===== src/rtl/ram_arb.sv =====
// ram_arb: arbiter for the single shared RAM port.
// Debug loader has absolute priority; fetch and data ports share round-robin.
module ram_arb #(
    parameter int XLEN   = 32,
    parameter int RD_LAT = 1
) (
    input  logic            clk_i,
    input  logic            rst_i,
    input  logic            dbg_sel_i,
    input  logic [XLEN-1:0] dbg_addr_i,
    input  logic [3:0]      dbg_byte_en_i,
    input  logic [7:0]      dbg_wr_data_i,
    input  logic            if_req_i,
    input  logic [XLEN-1:0] if_addr_i,
    output logic            if_gnt_o,
    output logic            if_rvalid_o,
    input  logic            dm_req_i,
    input  logic [XLEN-1:0] dm_addr_i,
    input  logic [3:0]      dm_byte_en_i,
    input  logic [XLEN-1:0] dm_wr_data_i,
    output logic            dm_gnt_o,
    output logic            dm_rvalid_o,
    output logic [XLEN-1:0] rd_data_o,
    input  logic [XLEN-1:0] ram_rd_data_i,
    output logic            ram_sel_o,
    output logic [XLEN-1:0] ram_addr_o,
    output logic [XLEN-1:0] ram_wr_data_o,
    output logic [3:0]      ram_byte_en_o
);

    typedef enum logic [1:0] {
        IDLE,
        CMD,
        RD_WAIT,
        DBG
    } state_e;

    localparam int CW = (RD_LAT > 1) ? $clog2(RD_LAT) : 1;

    state_e           state_q;
    logic [CW-1:0]    cnt_q;
    logic             owner_dm_q;
    logic             last_dm_q;
    logic [XLEN-3:0]  addr_q;
    logic [3:0]       be_q;
    logic [XLEN-1:0]  wdata_q;
    logic             if_gnt_q;
    logic             dm_gnt_q;
    logic             if_rvalid_q;
    logic             dm_rvalid_q;
    logic             win_dm_d;
    logic             unused_lsbs;

    // Data port wins when alone, or on a tie when fetch was served last.
    assign win_dm_d = dm_req_i & (~if_req_i | ~last_dm_q);

    // RAM accesses are word-aligned; the byte offset bits are ignored.
    assign unused_lsbs = ^{dbg_addr_i[1:0], if_addr_i[1:0], dm_addr_i[1:0]};

    // Arbitration FSM: ownership, read-latency countdown and handshake pulses.
    always_ff @(posedge clk_i or posedge rst_i) begin
        if (rst_i) begin
            state_q     <= IDLE;
            cnt_q       <= '0;
            owner_dm_q  <= 1'b0;
            last_dm_q   <= 1'b0;
            addr_q      <= '0;
            be_q        <= '0;
            wdata_q     <= '0;
            if_gnt_q    <= 1'b0;
            dm_gnt_q    <= 1'b0;
            if_rvalid_q <= 1'b0;
            dm_rvalid_q <= 1'b0;
        end else begin
            if_gnt_q    <= 1'b0;
            dm_gnt_q    <= 1'b0;
            if_rvalid_q <= 1'b0;
            dm_rvalid_q <= 1'b0;
            unique case (state_q)
                IDLE: begin
                    if (dbg_sel_i) begin
                        state_q <= DBG;
                    end else if (if_req_i | dm_req_i) begin
                        state_q    <= CMD;
                        owner_dm_q <= win_dm_d;
                        last_dm_q  <= win_dm_d;
                        if (win_dm_d) begin
                            addr_q  <= dm_addr_i[XLEN-1:2];
                            be_q    <= dm_byte_en_i;
                            wdata_q <= dm_wr_data_i;
                        end else begin
                            addr_q  <= if_addr_i[XLEN-1:2];
                            be_q    <= 4'b0000;
                            wdata_q <= '0;
                        end
                        if_gnt_q <= ~win_dm_d;
                        dm_gnt_q <= win_dm_d;
                    end
                end
                CMD: begin
                    if (be_q != 4'b0000) begin
                        state_q <= IDLE;
                    end else begin
                        state_q <= RD_WAIT;
                        cnt_q   <= CW'(RD_LAT - 1);
                        if (RD_LAT == 1) begin
                            if_rvalid_q <= ~owner_dm_q;
                            dm_rvalid_q <= owner_dm_q;
                        end
                    end
                end
                RD_WAIT: begin
                    if (cnt_q == '0) begin
                        state_q <= IDLE;
                    end else begin
                        cnt_q <= cnt_q - CW'(1);
                        if (cnt_q == CW'(1)) begin
                            if_rvalid_q <= ~owner_dm_q;
                            dm_rvalid_q <= owner_dm_q;
                        end
                    end
                end
                DBG: begin
                    if (!dbg_sel_i) begin
                        state_q <= IDLE;
                    end
                end
                default: begin
                    state_q <= IDLE;
                end
            endcase
        end
    end

    // RAM command mux: latched CPU command in CMD, debug pass-through in DBG.
    always_comb begin
        ram_sel_o     = 1'b0;
        ram_addr_o    = '0;
        ram_wr_data_o = '0;
        ram_byte_en_o = 4'b0000;
        unique case (state_q)
            CMD: begin
                ram_sel_o     = 1'b1;
                ram_addr_o    = {addr_q, 2'b00};
                ram_wr_data_o = wdata_q;
                ram_byte_en_o = be_q;
            end
            DBG: begin
                ram_sel_o     = dbg_sel_i;
                ram_addr_o    = {dbg_addr_i[XLEN-1:2], 2'b00};
                ram_wr_data_o = {(XLEN/8){dbg_wr_data_i}};
                ram_byte_en_o = dbg_byte_en_i & {4{dbg_sel_i}};
            end
            default: begin
                ram_sel_o = 1'b0;
            end
        endcase
    end

    assign if_gnt_o    = if_gnt_q;
    assign dm_gnt_o    = dm_gnt_q;
    assign if_rvalid_o = if_rvalid_q;
    assign dm_rvalid_o = dm_rvalid_q;
    assign rd_data_o   = ram_rd_data_i;

endmodule


===== config.mk =====
export PLATFORM = sky130hd
export DESIGN_NAME = ram_arb
export DESIGN_NICKNAME = d
export VERILOG_FILES = /design/src/rtl/ram_arb.sv
export SDC_FILE = /design/constraint.sdc
export NUM_CORES = 1
export LEC_CHECK = 0
export CORE_MARGIN = 5
export CORE_UTILIZATION = 35
export DETAILED_ROUTE_END_ITERATION = 6
export HOLD_SLACK_MARGIN = 0.12
export PLACE_DENSITY = 0.83
export SKIP_CTS_REPAIR_TIMING = 1
export SLEW_MARGIN = 40
export SYNTH_ARGS = -nofsm -noshare
export SYNTH_HDL_FRONTEND = slang
export SYNTH_SLANG_ARGS = --single-unit

===== constraint.sdc =====
create_clock -name clk_i -period 3.15 [get_ports clk_i]
set_input_delay 0.945 -clock clk_i [delete_from_list [all_inputs] [get_ports clk_i]]
set_output_delay 0.945 -clock clk_i [all_outputs]
set_load 0.05 [all_outputs]

# Word level (Yosys, flattened, before mapping)
# Cells that the tools add are included.
classes:
  addsub: 1
  muxes: 28
  n_reduce_logical: 6
  eq_ne: 7
  bitwise: 8
op_table:
  columns: ["cell", "n"]
  rows:
  - ["$pmux W32 S2", 2]
  - ["$mux W32", 1]
  - ["$mux W30", 1]
  - ["$mux W1", 12]
  - ["$mux W2", 5]
  - ["$pmux W1 S2", 4]
  - ["$pmux W2 S4", 1]
  - ["$pmux W4 S2", 1]
  - ["$ne A2 B2 Y1 const B", 3]
  - ["$reduce_and A3 Y1", 2]
  - ["$and A4 B4 Y4", 1]
  - ["$eq A2 B2 Y1 const B", 2]
  - ["$mux W4", 1]
  - ["$not A1 Y1", 4]
  - ["$reduce_bool A4 Y1", 1]
  - ["$ne A3 B3 Y1 const B", 1]
  - ["$eq A2 B1 Y1 const B", 1]
  - ["$logic_not A2 Y1", 1]
  - ["$or A1 B1 Y1", 2]
  - ["$reduce_and A2 Y1", 1]
  - ["$reduce_bool A2 Y1", 1]
  - ["$and A1 B1 Y1", 1]
  - ["$sub A1 B1 Y1 const B", 1]
word_totals:
  word_cells: 60
  reg_bits: 74
  out_inout_bits: 105
  input_bits: 181

# Depth between registers and ports, before layout
# Gate-level depths: netlist of run 1.
depth:
  ltp_word: 7
  ltp_mapped: 8
  ltp_nobuf: 5

# Worst setup path after synthesis of run 1
# Ideal clock, no wire load.
synth_path:
  path_kind: "input-to-output"
  start: "in dbg_sel_i"
  end: "out ram_byte_en_o[0]"
  required_ns: 2.205
  cell_stages: 4
  arrival_time_ns: 2.008
  setup_slack_ns: 0.197
  n_path_buf: 1
  path_cell_list: "and2_1 > clkbuf_1 > a22oi_1 > nor2_1"
synth_via:
  elab_chain_cells: 2
synth_rtl:
  columns: ["element", "line_no", "rtl"]
  rows:
  - ["start: declaration", "9", "input logic dbg_sel_i,"]
  - ["$and A4 B4 Y4", "152", "ram_byte_en_o = dbg_byte_en_i & {4{dbg_sel_i}};"]
  - ["$pmux W4 S2", "141", "unique case (state_q)"]
  - ["end: declaration", "28", "output logic [3:0] ram_byte_en_o"]
# No other way between the ends.

# Final worst setup path of run 1
layout_path:
  start: "in dbg_sel_i"
  end: "out ram_byte_en_o[3]"
# The elaborated chain is that of the path after synthesis.

==> out/metrics.sh, run 1 <==
GP_CONGESTION=0.836
HOLD_WC_PATH_TYPE='flip-flop to flip-flop'
TOTALNEGATIVESETUPSLACK_PS=0
ANTENNADIODECOUNT=0
IOPINCOUNT=286
CRITICAL_PATH.REG2REG.ENDPOINT='wdata_q[25]'
SYNTH_AREA_LEADERS='sky130_fd_sc_hd__dfrtp_1 (46%), sky130_fd_sc_hd__a22o_1 (22%), sky130_fd_sc_hd__a221o_1 (7.5%)'
SETUP_SLACK_OF_THE_WORST_REGISTER_TO_REGISTER_PATH_PS=760
MULTIINPUTGATEAREA_SQ_UM=1730
FIRST_ITER_VIOLATIONS=299
DETAIL-ROUTE-ANTENNA-NETS=0
CTS_BUFFER_COUNT=9
CRITPATHMAXFANOUT=6
MAPPEDNETLISTAREA_SQ_UM=3990
CP_DATA_REQUIRED_TIME_PS=2200
LAYOUT_WORST_PATH_CYCLE_SHARE=0.981
COREAREA_SQ_UM=11300
FLOW.AREA_GROWTH_FROM_SYNTHESIS_PCT=74.9
CLOCK_LATENCY_ON_THE_WORST_SKEW_PAIR_PS=320
CP_SLOWEST_CELL='sky130_fd_sc_hd__clkdlybuf4s50_1'
FINALINSTANCEAREA_SQ_UM=6980
DRV.MAX_CAP_VIOLATION_COUNT=0
LEAKAGE_nW=2.95
FINALWIRELENGTH_UM=14600
YOSYSWARNINGCOUNT=0
WORST_CASE_HEADROOM_TO_THE_MAX_SLEW_LIMIT=0.535
YOSYSTOPAREACELL='sky130_fd_sc_hd__dfrtp_1'
CTS.ROOT.BUFFER_CELL='sky130_fd_sc_hd__clkbuf_16'
CTSHTREEMAXLEVEL=3
DRC_ERRORS=0
SYNTH_SEQ_AREA_SHARE=0.458
SLEW_AT_THE_PIN_CLOSEST_TO_ITS_MAX_SLEW_LIMIT_PS=697
PERIOD_NEEDED_PS=3090
CRITICAL_PATH.TOP_DELAY_FAMILY='buffers and inverters'
FMAXACHIEVABLE_GHz=0.324
GRT_UTIL_ALL_LAYERS=0.205
POST_SYNTH_INST_COUNT=378
VIAS_IN_THE_FIRST_GLOBAL_ROUTE=4130
SEQUENTIAL_CELL_AREA_SQ_UM=1830
VIA_COUNT=3949
SYN_AVG_CELL_AREA_SQ_UM=10.6
IO_BUFFER_COUNT=213
VERTICAL_DIE_DIMENSION_UM=117
PWR_DENSITY_CELL_nW_PER_UM2=911
RSZ0062_AT_GRT='no'
HOLD_DEPTH=1
CRITICAL_PATH.N_BUFFERS_INVERTERS=2
GRT_START_MAX_NET_PINS=64
HOLDCRITSTARTPOINT='wdata_q[5]'
STATUS='finished clean'
YS_SEQ_ELEMENTS=73
CTS.SINKS=73
FINALCOREUTILIZATION=0.617
FINALCLOCKSKEW_PS=3.72
CHIPWIDTH_UM=117
VIASPERCELL=5.71
CP_CELL_SEQUENCE='clkdlybuf4s50_1 > and2_1 > a22oi_1 > nor2_1 > buf_12'
CRIT_PATH_MAX_INCR_DELAY_PS=470
WORST_IR_DROP_VDD_uV=470
CP-END-KIND='output pin'
CTS-ROOT-TO-SINK-BUFFERS=2
WORST_R2R_STARTPOINT='state_q[1]'
GRT_FIRST_PASS_WIRELENGTH_UM=21500
TRITONCTS='yes'
CRITPATHKIND='primary input to output pin'
WORST_HOLD_SLACK_PS=506
FINAL_NET_COUNT=730
SYNTH_CELL_TYPE_COUNT=30
TIMING_MAX_TRANSITION_VIOLATIONS_FINAL=0
POSTLAYOUTSETUPSLACKWORST_PS=59.9
SYNTH.TOP_CELL.AREA_SHARE=0.458
CORE.ROWCOUNT=39
SETUP_VIOL=0
GRT_ANTENNA_BEFORE_REPAIR=0
N_FILL_CELL=907
CLOCK_INPUT_TRANSITION_AT_THE_SEQUENTIAL_CELLS_OF_THE_WORST_SETUP_AND_HOLD_PATHS_PS=50
PLACEMENT.SETUP.WORST_SLACK_PS=39.3
POST_ROUTE_CELLS_DRIVE_ABOVE_1_SHARE=0.193
INITIAL_CORE_UTIL=0.353
ROUTED_WL_PER_CELL_UM=21.1
WORST_EP_ARRIVAL_TIME_PS=2150
FIRSTDRTPASSITERS=4
TIMING.CRITICAL_PATH.FROM_TYPE='primary input'
GRT.OVERFLOW.TOTAL=0
PLACEMENT.CELL_AREA_SQ_UM=6660
DETAILED_PLACE_HPWL_UM=11200
FINAL_HOLD_VIOL_COUNT=0
MIN_DELAY_WORST_ENDPOINT='wdata_q[5]'
RR_WORST_DEPTH=6
DIE_AREA_SQ_UM=13600
## power by group
part / internal [W] / switching (W)
registers: 0.00132 / 0.000260
clock network: 0.000633 / 0.000355
logic: 0.00180 / 0.00199
total: 0.00375 / 0.00261
## metal layers
layer	track usage	vias to the layer above	wire length (um)
li1	-	1746	-
met1	0.241	1932	5460
met2	0.342	242	7360
met3	0.0648	29	1450
met4	0.0933	0	354
met5	0	-	0
## cell type report
cell class	count	area share
Sequential cell	73	0.262
Inverter	4	0.00233
Tap cell	143	0.0256
Clock inverter	3	0.00574
Timing Repair Buffer	228	0.420
Clock buffer	13	0.0358
Multi-Input combinational cell	228	0.248
## Yosys cell counts
cell	instances
sky130_fd_sc_hd__a221o_1	30
sky130_fd_sc_hd__a22oi_1	4
sky130_fd_sc_hd__nor4_1	1
sky130_fd_sc_hd__nor3b_1	1
sky130_fd_sc_hd__conb_1	1
sky130_fd_sc_hd__o21ai_2	1
sky130_fd_sc_hd__ha_1	5
sky130_fd_sc_hd__and4_1	1
sky130_fd_sc_hd__a21o_1	2
sky130_fd_sc_hd__o21ai_0	1
sky130_fd_sc_hd__nor2b_1	1
sky130_fd_sc_hd__o21a_1	2
sky130_fd_sc_hd__and3_1	1
sky130_fd_sc_hd__nor2_2	1
sky130_fd_sc_hd__a22o_1	98
sky130_fd_sc_hd__clkbuf_1	18
sky130_fd_sc_hd__and2_1	1
sky130_fd_sc_hd__inv_1	4
sky130_fd_sc_hd__nor2_1	7
sky130_fd_sc_hd__a211oi_1	1
sky130_fd_sc_hd__a311oi_1	1
sky130_fd_sc_hd__nand2b_1	1
sky130_fd_sc_hd__nor2b_4	1
sky130_fd_sc_hd__nand2_1	33
sky130_fd_sc_hd__nor3_1	31
sky130_fd_sc_hd__buf_4	35
sky130_fd_sc_hd__buf_6	3
sky130_fd_sc_hd__and2b_1	1
sky130_fd_sc_hd__buf_2	18
sky130_fd_sc_hd__dfrtp_1	73
## worst max-delay path by stage
stage,from,endpoint,slack (ps),depth (start not counted)
3_3_place_gp,dbg_sel_i,ram_byte_en_o[3],100,5
3_5_place_dp,dbg_sel_i,ram_byte_en_o[2],40,5
6_report,dbg_sel_i,ram_byte_en_o[3],60,5
5_1_grt,dbg_sel_i,ram_byte_en_o[1],4,5
2_1_floorplan,dbg_sel_i,ram_byte_en_o[0],200,4
4_1_cts,state_q[1],ram_addr_o[31],-90,7
## layout by cell type (no fill, tap or decap), drive strengths merged, types with 5 or more instances in the layout
cell type / count
nor3: 31
a22o: 98
clkdlybuf4s50: 146
nand2: 33
dfrtp: 73
ha: 5
clkbuf: 13
a221o: 30
buf: 82
nor2: 8
## sequential cells by signal (all words and copies together), names as in the netlist
name         count
addr_q          30
be_q             4
dm_gnt_o         1
dm_rvalid_o      1
if_gnt_o         1
if_rvalid_o      1
last_dm_q        1
state_q          2
wdata_q         32
## cell families after synthesis
| family | Yosys count | share of synthesized area |
|---|---|---|
| adders and majority gates | 5 | 0.0157 |
| DFF | 73 | 0.458 |
| AOI/OAI and AO/OA | 140 | 0.313 |
| and+or+nand+nor | 81 | 0.0953 |
| buffers and inverters | 78 | 0.118 |
| other | 1 | 0.000940 |
## stage by stage
step,total power (W),std cells
2_1_floorplan,0.00372,379
3_3_place_gp,0.00526,675
3_5_place_dp,0.00537,676
4_1_cts,0.00638,692
5_1_grt,0.00663,692
6_report,0.00636,692
## worst register-to-register path: stages (launching register included)
cell and delay [ps]:
sky130_fd_sc_hd__dfrtp_1 410, sky130_fd_sc_hd__inv_1 140, sky130_fd_sc_hd__ha_1 270, sky130_fd_sc_hd__nor2b_4 240, sky130_fd_sc_hd__and3_2 580, sky130_fd_sc_hd__buf_4 470, sky130_fd_sc_hd__a22o_1 220
(Power assumes the default switching activity.)
==> run 2: changes to the inputs <==
--- a/config.mk
+++ b/config.mk
@@ -10,6 +10,7 @@
 export DETAILED_ROUTE_END_ITERATION = 6
 export HOLD_SLACK_MARGIN = 0.12
 export PLACE_DENSITY = 0.83
+export REMOVE_ABC_BUFFERS = 1
 export SKIP_CTS_REPAIR_TIMING = 1
 export SLEW_MARGIN = 40
 export SYNTH_ARGS = -nofsm -noshare
==> out/metrics.sh, run 2 (synthesis gave the netlist of run 1 again) <==
VIA_COUNT=3848  # -2.6%
DIE_AREA_SQ_UM=13600  # unchanged
LEAKAGE_nW=2.95  # about the same
TIMING_MAX_TRANSITION_VIOLATIONS_FINAL=0  # unchanged
CTS.SINKS=73  # unchanged
GRT_UTIL_ALL_LAYERS=0.214  # +0.00900
RSZ0062_AT_GRT='no'
PLACEMENT.SETUP.WORST_SLACK_PS=-74.5  # -114 ps
CTS_BUFFER_COUNT=9  # unchanged
STATUS='finished clean'
CHIPWIDTH_UM=117  # unchanged
HOLDCRITSTARTPOINT='wdata_q[8]'
LAYOUT_WORST_PATH_CYCLE_SHARE=0.953  # -0.0278
GP_CONGESTION=0.845  # +1.1%
FINALCLOCKSKEW_PS=5.11  # +1.39 ps
GRT_ANTENNA_BEFORE_REPAIR=0  # unchanged
FINALWIRELENGTH_UM=15000  # +2.8%
MOSTFREQUENTLAYOUTCELLS='sky130_fd_sc_hd__clkdlybuf4s50_1 (145), sky130_fd_sc_hd__a22o_1 (98), sky130_fd_sc_hd__dfrtp_1 (73)'
FINAL_NET_COUNT=728  # -0.27%
CRITICAL_PATH.REG2REG.ENDPOINT='addr_q[1]'
DRV.MAX_CAP_VIOLATION_COUNT=0  # unchanged
CP_DATA_REQUIRED_TIME_PS=2200  # about the same
WORST_EP_ARRIVAL_TIME_PS=2060  # -90 ps
DETAIL-ROUTE-ANTENNA-NETS=0  # unchanged
HOLD_DEPTH=1  # unchanged
TOTALNEGATIVESETUPSLACK_PS=0  # unchanged
FIRST_ITER_VIOLATIONS=227  # -24%
HOLD_WC_PATH_TYPE='flip-flop to flip-flop'
FINALNONFILLERCELLS=688  # -0.58%
INITIAL_CORE_UTIL=0.353  # unchanged
FINALINSTANCEAREA_SQ_UM=6990  # about the same
IO_BUFFER_COUNT=213  # unchanged
FINALCOREUTILIZATION=0.617  # about the same
POST_ROUTE_CELLS_DRIVE_ABOVE_1_SHARE=0.183  # -0.00959
DETAILED_PLACE_HPWL_UM=11700  # +4.2%
ROUTED_WL_PER_CELL_UM=21.9  # +3.4%
CRITPATHKIND='flip-flop to output pin'
PWR_DENSITY_CELL_nW_PER_UM2=898  # -1.4%
TRITONCTS='yes'
CLOCK_LATENCY_ON_THE_WORST_SKEW_PAIR_PS=320  # about the same
PERIOD_NEEDED_PS=3000  # -87.7 ps
FIRSTDRTPASSITERS=4  # unchanged
SETUP_VIOL=0  # unchanged
CRITPATHMAXFANOUT=35  # +29
CTSHTREEMAXLEVEL=3  # unchanged
MOST_FLOPS_REGISTER='wdata_q'
VIAS_IN_THE_FIRST_GLOBAL_ROUTE=4046  # -2.0%
POSTLAYOUTSETUPSLACKWORST_PS=148  # +87.7 ps
LAYOUT.CELLS.MOST_COMMON='sky130_fd_sc_hd__clkdlybuf4s50_1'
WORST_R2R_STARTPOINT='state_q[0]'
GRT_FIRST_PASS_WIRELENGTH_UM=22400  # +4.4%
LARGEST_REG_FLOPS=32  # unchanged
VERTICAL_DIE_DIMENSION_UM=117  # unchanged
RR_WORST_DEPTH=7  # +1
LAYOUT_TOP_REGISTERS='wdata_q (32), addr_q (30), be_q (4)'
SETUP.WORST_PATH.START='state_q[1]'
GRT_START_MAX_NET_PINS=69  # +7.8%
CTS-ROOT-TO-SINK-BUFFERS=2  # unchanged
FINAL_HOLD_VIOL_COUNT=0  # unchanged
SLEW_AT_THE_PIN_CLOSEST_TO_ITS_MAX_SLEW_LIMIT_PS=650  # -46.5 ps
VIASPERCELL=5.59  # -2.0%
FLOW.AREA_GROWTH_FROM_SYNTHESIS_PCT=75.0  # about the same
CORE.ROWCOUNT=39  # unchanged
ANTENNADIODECOUNT=0  # unchanged
CTS.ROOT.BUFFER_CELL='sky130_fd_sc_hd__clkbuf_16'
CLOCK_INPUT_TRANSITION_AT_THE_SEQUENTIAL_CELLS_OF_THE_WORST_SETUP_AND_HOLD_PATHS_PS=50  # about the same
DRC_ERRORS=0  # unchanged
IOPINCOUNT=286  # unchanged
GRT.OVERFLOW.TOTAL=0  # unchanged
TIMING.CRITICAL_PATH.FROM_TYPE='flip-flop'
PLACEMENT.CELL_AREA_SQ_UM=6720  # +0.90%
COREAREA_SQ_UM=11300  # unchanged
WORST_IR_DROP_VDD_uV=497  # +5.6%
WORST_CASE_HEADROOM_TO_THE_MAX_SLEW_LIMIT=0.566  # +0.0305
FMAXACHIEVABLE_GHz=0.333  # +2.9%
SETUP_SLACK_OF_THE_WORST_REGISTER_TO_REGISTER_PATH_PS=1050  # +290 ps
CRITICAL_PATH_END='ram_addr_o[10]'
NUMPLACEDINSTANCES=674  # -0.30%
CP-END-KIND='output pin'
-- run 2: changes by cell type in the layout (fill, tap and decap cells not counted), moves of 2 or more --
cell                     previous run  this run
sky130_fd_sc_hd__ha_1               2         4
sky130_fd_sc_hd__buf_12            67        72
sky130_fd_sc_hd__buf_8              2         0
sky130_fd_sc_hd__ha_2               3         1
sky130_fd_sc_hd__buf_4             12         5
-- run 2: routing by layer --
| layer | global-route usage | up-vias | share of wire | wire length (um) |
|---|---|---|---|---|
| li1 | - | 1748 | - | - |
| met1 | 0.259 | 1859 | 0.37 | 5570 |
| met2 | 0.343 | 218 | 0.49 | 7440 |
| met3 | 0.0997 | 21 | 0.12 | 1730 |
| met4 | 0.0520 | 2 | 0.014 | 214 |
| met5 | 0.0444 | - | 0.0053 | 80 |
-- run 2: cell type report --
cell class	instances	area (sq um)
clock buffer	13	240
clock inverter	1	5.00
fill	910	4340
inverter	4	16.3
multi-input combinational	228	1730
sequential	73	1830
tap	143	179
timing repair buffer	226	2990
-- run 2: critical path: stages (launching register included) --
cell and delay (ps):
sky130_fd_sc_hd__dfrtp_1 380, sky130_fd_sc_hd__inv_1 100, sky130_fd_sc_hd__ha_1 270, sky130_fd_sc_hd__nor2_2 290, sky130_fd_sc_hd__nor2b_4 80, sky130_fd_sc_hd__buf_6 190, sky130_fd_sc_hd__a22o_1 260, sky130_fd_sc_hd__buf_12 160
-- run 2: per-stage QoR --
step / hold WS (ps) / total power (W)
3_5_place_dp: 494 / 0.00542
5_1_grt: 523 / 0.00656
2_1_floorplan: 450 / 0.00352
3_3_place_gp: 487 / 0.00529
6_report: 505 / 0.00627
4_1_cts: 508 / 0.00632
-- run 2: worst min-delay path by stage --
stage	endpoint	slack (ps)
2_1_floorplan	if_rvalid_o	450
3_3_place_gp	if_rvalid_o	490
3_5_place_dp	wdata_q[2]	490
4_1_cts	wdata_q[13]	510
5_1_grt	wdata_q[25]	520
6_report	wdata_q[8]	500
-- run 2: report_power, final --
| group | internal, W | switching [W] | leakage, nW |
|---|---|---|---|
| Sequential | 0.00132 | 0.000270 | 0.935 |
| Combinational | 0.00184 | 0.00198 | 1.90 |
| Clock | 0.000524 | 0.000346 | 0.120 |
| Total | 0.00368 | 0.00259 | 2.95 |
==> run 3: changes to the inputs <==
--- a/config.mk
+++ b/config.mk
@@ -5,6 +5,7 @@
 export SDC_FILE = /design/constraint.sdc
 export NUM_CORES = 1
 export LEC_CHECK = 0
+export CAP_MARGIN = 15
 export CORE_MARGIN = 5
 export CORE_UTILIZATION = 35
 export DETAILED_ROUTE_END_ITERATION = 6
==> results of run 3 <==
Final layout, timing and power as in run 2 (identical DEF).
==> patch, RTL diff (flow settings as in run 3) <==
Change the parameter `RD_LAT` from 1 to 2.
--- a/src/rtl/ram_arb.sv
+++ b/src/rtl/ram_arb.sv
@@ -4,3 +4,3 @@
     parameter int XLEN   = 32,
-    parameter int RD_LAT = 1
+    parameter int RD_LAT = 2
 ) (
Function: changed (Yosys sat finds a counterexample within 4 cycles, from zero or initial values and one cycle with rst_i high).
==> patch against run 3 <==
- sequential share of layout area down 0.82 points
- hold slack is essentially flat
- area after synthesis rose by 9.2%
- setup slack gained 50 ps
- clock skew grew 0.87 ps
- die area rose by 8.4%
- design area grew 5.1%
- core utilization fell by 1.1 points
- largest cell class unchanged
- power up 23%
- critical path depth decreased by 3
- maximum frequency up 1.7%
- sequential cell count up 1
- count of clock-buffer cells in the layout down 2
- wire length is 0.25% higher
==> patch: results <==
<?xml version="1.0" encoding="UTF-8"?>
<metrics>
  <group name="status">
    <metric name="outcome" unit="">finished, final reports clean</metric>
  </group>
  <group name="pwr">
    <metric name="p_leak" unit="nW">2.974</metric>
    <metric name="net_switching_fraction_of_the_power" unit="%">42.81</metric>
  </group>
  <group name="synthesis">
    <metric name="synth_seq_area_share" unit="%">42.49</metric>
    <metric name="synthTopCellsByCount" unit="">sky130_fd_sc_hd__dfrtp_1 (74), sky130_fd_sc_hd__a21boi_1 (37), sky130_fd_sc_hd__a22o_1 (36), sky130_fd_sc_hd__buf_4 (36), sky130_fd_sc_hd__nand2b_1 (36)</metric>
    <metric name="synth_top_area_share" unit="%">42.49</metric>
    <metric name="synth_area_leaders" unit="">sky130_fd_sc_hd__dfrtp_1 (42%), sky130_fd_sc_hd__a22o_1 (7.2%), sky130_fd_sc_hd__mux2i_1 (6.9%)</metric>
  </group>
  <group name="cts">
    <metric name="cts.clk_slew.worst_paths" unit="ps">60</metric>
  </group>
  <group name="final_layout">
    <metric name="fillers" unit="">1007</metric>
    <metric name="final_layout_size_suffix_gt1_share" unit="%">17.38</metric>
    <metric name="insertedDiodeCount" unit="">0</metric>
  </group>
  <group name="global_routing">
    <metric name="global_route.usage.met3" unit="%">10.31</metric>
    <metric name="first_global_vias" unit="">4236</metric>
    <metric name="pin_count_of_the_biggest_net_entering_global_routing" unit="">76</metric>
    <metric name="total_global_routing_track_utilization" unit="%">19.95</metric>
    <metric name="global_route.usage.met1" unit="%">23.82</metric>
    <metric name="grt_pass1_wl" unit="mm">22.89</metric>
  </group>
  <group name="placement">
    <metric name="gp_routability_congestion" unit="">0.7452</metric>
    <metric name="dp.final_hpwl" unit="mm">11.17</metric>
    <metric name="placement.cell_area" unit="sq um">7041</metric>
  </group>
  <group name="sta">
    <metric name="relSlewSlack" unit="%">52.95</metric>
    <metric name="timing.clock.skew" unit="ps">5.984</metric>
  </group>
  <group name="routing">
    <metric name="post_drt_wl_per_cell" unit="um">20.13</metric>
    <metric name="drt-initial-drc-count" unit="">200</metric>
    <metric name="vias_per_cell" unit="">5.390</metric>
  </group>
  <group name="worst_setup_path">
    <metric name="worstPathMaxFanout" unit="">52</metric>
    <metric name="crit_arrival" unit="ps">2010</metric>
  </group>
</metrics>
[patch: changes by cell type after synthesis, sizes merged, moves of 7 or more]
cell	before	now
nand2	33	11
a221o	30	0
nor2b	2	32
clkbuf	18	25
nand2b	1	36
nor3	31	2
a21boi	0	37
o32ai	0	30
mux2i	0	30
a2bb2oi	0	30
a22o	98	36
[patch: final cells by class]
cell class | instances | area share (%)
repair buffers | 222 | 39.48
multi-input cells | 265 | 28.06
flip-flops and latches | 74 | 25.33
clock buffers | 11 | 3.307
well taps | 168 | 2.864
clock inverters | 5 | 0.7330
inverters | 4 | 0.2216
[patch: worst paths after layout]
path | from | endpoint | slack, ps | depth (start not counted)
setup reg to reg | state_q[1]$_DFFE_PP0P_ | addr_q[24]$_DFFE_PP0P_ | 1070 | 5
setup / recovery | state_q[1]$_DFFE_PP0P_ | ram_byte_en_o[1] | 200 | 4
hold reg to reg | wdata_q[24]$_DFFE_PP0P_ | wdata_q[24]$_DFFE_PP0P_ | 500 | 1
min in group asynchronous | rst_i | addr_q[8]$_DFFE_PP0P_ | 1010 | 2
max in group asynchronous | rst_i | state_q[1]$_DFFE_PP0P_ | 1500 | 3
hold / removal | wdata_q[24]$_DFFE_PP0P_ | wdata_q[24]$_DFFE_PP0P_ | 500 | 1
[patch: cell families after synthesis]
family	Yosys count	share of synthesized area, %
other	1	0.08605
AOI/OAI and AO/OA	140	26.93
and+or+nand+nor	92	12.75
DFF	74	42.49
buffers and inverters	79	10.59
muxes	31	7.149
[patch: critical path, stage by stage, from the launching register on]
cell and delay (ps):
sky130_fd_sc_hd__dfrtp_4 740, sky130_fd_sc_hd__buf_12 310, sky130_fd_sc_hd__nand3_1 110, sky130_fd_sc_hd__a21boi_1 280
sky130_fd_sc_hd__buf_12 180
[patch: power groups by stage]
stage          clock network [mW]  logic, mW  registers (mW)
2_1_floorplan                   0       2.64            1.75
3_3_place_gp                    0       4.80            1.80
3_5_place_dp                    0       4.88            1.83
4_1_cts                      1.04       4.89            1.83
5_1_grt                      1.09       5.06            1.90
6_report                     1.01       4.85            1.83
[patch: metrics by stage]
stage	setup slack (ps)	instances	utilization (%)
3_3_place_gp	-3.553	733	58.11
6_report	197.3	749	60.60
2_1_floorplan	-761.5	343	-
4_1_cts	-4.501	749	60.58
3_5_place_dp	1.109	733	58.13
5_1_grt	81.58	749	60.60
[patch: routing by layer]
metal / up-vias / share of wire [%]
met1: 1974 / 41
met5: - / 0.34
li1: 1814 / -
met4: 2 / 2.0
met2: 218 / 45
met3: 29 / 12
